$ cat src/rtl/alu_ctrl.sv
// alu_ctrl: sequencer sitting between instruction decode and the shared
// DATASIZE-bit ALU. It accepts one request at a time, drives the ALU select,
// operand and flag-in lines, and captures the ALU result and flags into its
// own result/flag registers. Byte ops take one ALU pass. DAD/DSUB take two
// passes (low byte, then high byte with the carry chained through a
// temporary flag register).
//
// Ports:
//   iClk, iRst        clock (rising edge), asynchronous active-high reset
//   iGo, iOp, iA, iB  request strobe, opcode and 16-bit operands (IDLE only)
//   iFLd, iFD         flag register load (IDLE only, wins over iGo)
//   oS, oA, oB, oFin  ALU select, operands, flag input (carry-in source)
//   iY, iF            ALU result and flag output
//   oRes, oFlg        result and flag registers
//   oBusy             high in every state except IDLE
//   oDone, oErr       one-cycle completion pulse, reserved-opcode error
module alu_ctrl #(
  parameter int DATASIZE = 8,
  parameter int FLAG_Z   = 6,
  parameter int FLAG_C   = 0
) (
  input  logic                  iClk,
  input  logic                  iRst,
  input  logic                  iGo,
  input  logic [3:0]            iOp,
  input  logic [2*DATASIZE-1:0] iA,
  input  logic [2*DATASIZE-1:0] iB,
  input  logic                  iFLd,
  input  logic [DATASIZE-1:0]   iFD,
  output logic [2:0]            oS,
  output logic [DATASIZE-1:0]   oA,
  output logic [DATASIZE-1:0]   oB,
  output logic [DATASIZE-1:0]   oFin,
  input  logic [DATASIZE-1:0]   iY,
  input  logic [DATASIZE-1:0]   iF,
  output logic [2*DATASIZE-1:0] oRes,
  output logic [DATASIZE-1:0]   oFlg,
  output logic                  oBusy,
  output logic                  oDone,
  output logic                  oErr
);

  localparam logic [2:0] SEL_ADD = 3'b000;
  localparam logic [2:0] SEL_ADC = 3'b001;
  localparam logic [2:0] SEL_SUB = 3'b010;
  localparam logic [2:0] SEL_SBB = 3'b011;
  localparam logic [2:0] SEL_CMP = 3'b111;

  typedef enum logic [2:0] {
    IDLE = 3'd0,
    EXEC = 3'd1,
    LO   = 3'd2,
    HI   = 3'd3,
    DONE = 3'd4
  } state_t;

  state_t                state;
  state_t                nextState;
  logic                  accept;
  logic                  reservedOp;
  logic                  errQ;
  logic [2:0]            opSel;
  logic [2*DATASIZE-1:0] aQ;
  logic [2*DATASIZE-1:0] bQ;
  logic [DATASIZE-1:0]   tmpFlg;
  logic [DATASIZE-1:0]   dadFlg;
  logic [DATASIZE-1:0]   dsubFlg;

  // A flag load in IDLE takes priority over a request in the same cycle.
  assign accept     = (state == IDLE) && !iFLd && iGo;
  assign reservedOp = iOp[3] && (iOp[2:1] != 2'b00);

  // DAD only reports the final carry; the other flags keep their old values.
  // DSUB reports the high-byte flags but Z must reflect the whole 16 bits.
  always_comb begin
    dadFlg          = oFlg;
    dadFlg[FLAG_C]  = iF[FLAG_C];
    dsubFlg         = iF;
    dsubFlg[FLAG_Z] = tmpFlg[FLAG_Z] & iF[FLAG_Z];
  end

  // Operand capture: only opSel[0] distinguishes DAD from DSUB once the
  // request has been routed, so opcode bit 3 need not be kept.
  always_ff @(posedge iClk) begin
    if (accept) begin
      opSel <= iOp[2:0];
      aQ    <= iA;
      bQ    <= iB;
    end
  end

  always_ff @(posedge iClk or posedge iRst) begin
    if (iRst) begin
      state <= IDLE;
    end else begin
      state <= nextState;
    end
  end

  always_ff @(posedge iClk or posedge iRst) begin
    if (iRst) begin
      oRes   <= '0;
      oFlg   <= '0;
      tmpFlg <= '0;
      errQ   <= 1'b0;
    end else begin
      case (state)
        IDLE: begin
          if (iFLd) begin
            oFlg <= iFD;
          end else if (iGo) begin
            errQ <= reservedOp;
          end
        end
        EXEC: begin
          oFlg <= iF;
          if (opSel != SEL_CMP) begin
            oRes[DATASIZE-1:0] <= iY;
          end
        end
        LO: begin
          oRes[DATASIZE-1:0] <= iY;
          tmpFlg             <= iF;
        end
        HI: begin
          oRes[2*DATASIZE-1:DATASIZE] <= iY;
          oFlg                        <= opSel[0] ? dsubFlg : dadFlg;
        end
        default: begin
        end
      endcase
    end
  end

  always_comb begin
    nextState = state;
    oS        = SEL_ADD;
    oA        = '0;
    oB        = '0;
    oFin      = oFlg;
    case (state)
      IDLE: begin
        if (accept) begin
          if (!iOp[3]) begin
            nextState = EXEC;
          end else if (!reservedOp) begin
            nextState = LO;
          end else begin
            nextState = DONE;
          end
        end
      end
      EXEC: begin
        oS        = opSel;
        oA        = aQ[DATASIZE-1:0];
        oB        = bQ[DATASIZE-1:0];
        nextState = DONE;
      end
      LO: begin
        oS        = opSel[0] ? SEL_SUB : SEL_ADD;
        oA        = aQ[DATASIZE-1:0];
        oB        = bQ[DATASIZE-1:0];
        nextState = HI;
      end
      HI: begin
        // High byte chains the low-byte carry/borrow via the temp flags.
        oS        = opSel[0] ? SEL_SBB : SEL_ADC;
        oA        = aQ[2*DATASIZE-1:DATASIZE];
        oB        = bQ[2*DATASIZE-1:DATASIZE];
        oFin      = tmpFlg;
        nextState = DONE;
      end
      DONE: begin
        nextState = IDLE;
      end
      default: begin
        nextState = IDLE;
      end
    endcase
  end

  assign oBusy = (state != IDLE);
  assign oDone = (state == DONE);
  assign oErr  = (state == DONE) && errQ;

endmodule

$ cat config.mk
export PLATFORM = sky130hd
export DESIGN_NAME = alu_ctrl
export DESIGN_NICKNAME = d
export VERILOG_FILES = /design/src/rtl/alu_ctrl.sv
export SDC_FILE = /design/constraint.sdc
export NUM_CORES = 1
export LEC_CHECK = 0
export CAP_MARGIN = 15
export CORE_ASPECT_RATIO = 1.25
export CORE_MARGIN = 2
export CORE_UTILIZATION = 55
export CTS_CLUSTER_DIAMETER = 150
export CTS_CLUSTER_SIZE = 14
export DETAILED_ROUTE_END_ITERATION = 12
export DONT_BUFFER_PORTS = 1
export PLACE_DENSITY = 0.73
export SETUP_SLACK_MARGIN = 0.4
export SLEW_MARGIN = 20
export SYNTH_ARGS = -nofsm -noshare
export SYNTH_HDL_FRONTEND = slang
export SYNTH_SLANG_ARGS = --single-unit
$ cat constraint.sdc
create_clock -name iClk -period 2.4 [get_ports iClk]
set_clock_uncertainty 0.15 [all_clocks]
set_input_delay 0.24 -clock iClk [delete_from_list [all_inputs] [get_ports iClk]]
set_output_delay 0.24 -clock iClk [all_outputs]
set_load 0.02 [all_outputs]
==> results.toml <==
[cells_and_area]
diodes = 0
drive_gt1_share_pct = 23.71
fin_nets = 388
area.growth.synth_to_final_pct = 34.01
nFillCells = 356
stdcell_count = 393

[timing]
tns_ns = 0
hold_violations = 0
setup_violations = 0
tightest_slew_ns = 0.5741
setup_slack_ns = 0.4021
finalMaxSlewViolations = 0
rsz0062_at_grt = "true"
relSlewSlack_pct = 61.65
fin_crit_sh_pct = 83.25
max_freq_ghz = 0.5005
period_needed_ns = 1.998

[synthesis]
synth_edf_count = 35
yosysMostFrequentCell = "nand2_1"
syn_avg_cell_area_um2 = 12.19
synth.distinct_cells = 35
synth_top_area_share_pct = 34.62
synthArstFlopShare_pct = 50.70
synth_commonest_cells = "70 x nand2_1, 36 x dfrtp_1, 35 x edfxtp_1"
synthTopCellsByArea = "edfxtp_1 35%, dfrtp_1 30%, nand2_1 8.7%"
ys_ff_latch = 71
syn-num-nets = 313
synthSimpleGateAreaFrac_pct = 14.59
synth_compound_area_share_pct = 12.12
synth-adder-area-share_pct = 0
synth_mux_area_share_pct = 5.565
yosysTopAreaCell = "edfxtp_1"
ys.flop_type = "dfrtp_1"
yosysSeqAreaShare_pct = 64.30
syn_area_um2 = 3035
yosysWarnings = 0
synth_top_family_by_area = "simple AND/OR/NAND/NOR gates"
synth_xor_area_share_pct = 0.2885
syn_inst = 249

[worst_setup_path]
cpLargestDelayFamily = "simple AND/OR/NAND/NOR gates"
worst-path-buf-inv = 0
crit_chain = "nor3b_2, and2_1"
setup.worst_path.class = "reg -> out"
arrival_ns = 1.61
endpoint_kind = "output port"
worstSetupStartpointType = "flop"
critical_path.max_fanout = 7
ff2ff_setup_slack_ns = 0.49
required_ns = 2.01
slowest_delay_ns = 0.47
critPathSlowestCell = "dfrtp_2"

[global_routing]
gr-total-overflow = 0
grt_max_degree = 37
grt_use_total_pct = 24.70
grt_pass1_wl_um = 11390
antenna_found_initial = 0
grt_pass1_vias = 2345

[floorplanning]
start_util_pct = 56.55
die_h_um = 87.06
die_area_um2 = 6133
io_pins = 118
core_um2 = 5368
fp-row-count = 30
dieWidth_um = 70.45

[outcome]
status = "finished, final reports clean"

[routing]
wl_um = 7462
ant_nets = 0
vias = 2290
post_drt_wl_per_cell_um = 18.99
drtPass1Iterations = 5
drcViolationCount = 0
via_per_inst = 5.827
drt-initial-drc-count = 175

[placed_design]
port-buffer-count = 0
post-place-ws_ns = 0.4906
place_hpwl_um = 4287
gp_congestion = 0.6956
dpl.cell_count = 307

[power]
p_per_area_nw_per_um2 = 1130
switchingPower_uw = 1855
pwr-share-comb_pct = 34.9
p_clk_share_pct = 16.9
switching_share_pct = 40.35
p_int_uw = 2743
seqPwrFrac_pct = 48.2
p_leak_uw = 0.001699
peakVddDrop_v = 0.0006219

[cts]
cts_buffer_depth = 2
clk_latency_ns = 0.34
cts_tree = "yes"
root_buffer = "clkbuf_8"
clkSinkCount = 71
clkTransAtPathRegs_ns = 0.07
cts-htree-levels = 3
cts_made_buffers = 9

[job]
cap_violations = 0

[worst_hold_path]
hp-class = "in -> reg"
state kept, by name (all words and copies together), names as in the netlist:
name	flops
oRes	16
aQ	16
bQ	16
state	3
tmpFlg	8
oFlg	8
errQ	1
opSel	3
final timing paths:
kind                                from       end  cells past startpoint
worst min register to register      errQ      errQ                      2
max in group asynchronous           iRst  state[1]                      3
min in group asynchronous           iRst  oRes[13]                      3
worst max register to register  state[2]    aQ[13]                      6
worst min-delay path              iFD[2]   oFlg[2]                      3
worst max-delay path            state[0]      oErr                      2
kinds of logic (layout without fill, tap and decap cells):
kind of cell,after synthesis,count (layout)
and+or+nand+nor,100,100
muxes,15,15
buffers and inverters,18,98
xor gates and xnor gates,1,1
AOI/OAI and AO/OA,44,44
DFF,71,71
layout make-up:
class | count | area (um2) | share of cell area, %
well taps | 64 | 80.08 | 1.969
flip-flops and latches | 71 | 1956 | 48.08
inverters | 4 | 21.27 | 0.5229
clock inverters | 6 | 27.53 | 0.6767
clock buffers | 10 | 127.6 | 3.137
multi-input cells | 160 | 1071 | 26.33
repair buffers | 78 | 784.5 | 19.29
layer usage:
metal  track usage [%]  vias up  share of wire (%)
li1                  -     1042                  -
met1             27.02     1119                 36
met2             43.40      111                 53
met3             8.796       18                8.1
met4             10.49        0                2.9
met5                 0        -                  0
power by group through the flow:
stage	combinational (uW)	sequential, uW	clock (uW)
after global routing	1750	2250	833
after detailed placement	1330	2250	0
after CTS	1550	2210	785
after global placement	1290	2230	0
final	1600	2220	777
after floorplan	1190	2120	0
cell usage in the layout (no fill, tap or decap), types with 4 or more instances in the layout:
| cell | n |
|---|---|
| a221o_1 | 8 |
| a22o_2 | 11 |
| a22o_4 | 5 |
| a22oi_1 | 8 |
| buf_4 | 13 |
| clkbuf_8 | 9 |
| clkinv_1 | 4 |
| dfrtp_1 | 33 |
| dlygate4sd3_1 | 61 |
| edfxtp_1 | 35 |
| mux2_2 | 15 |
| nand2_1 | 68 |
| nor2_1 | 12 |
tightest hold or removal path, cell delays in order:
cell,delay [ns]
nand2_1,0.03
nand2_1,0.05
mux2_2,0.14
through the flow:
stage / instance area [um2] / total power [uW] / util, % / hold WS (ns)
after floorplan: 3044 / 3308 / - / 0.1889
after global placement: 3119 / 3523 / 58.11 / 0.1132
after detailed placement: 3119 / 3580 / 58.11 / 0.1097
after CTS: 4005 / 4542 / 74.62 / 0.002185
after global routing: 4068 / 4831 / 75.78 / 0.01231
final: 4068 / 4598 / 75.78 / 0.01020
repair_timing:
item / CTS / global route
gates resized for setup: 23 / 6
hold buffers: 61 / 0
buffers inserted: 6 / 2
gates cloned: 0 / 1
hold endpoints to repair: 106 / 0
endpoints found under the setup margin: 26 / 28
Power figures use the tool's default switching activity.
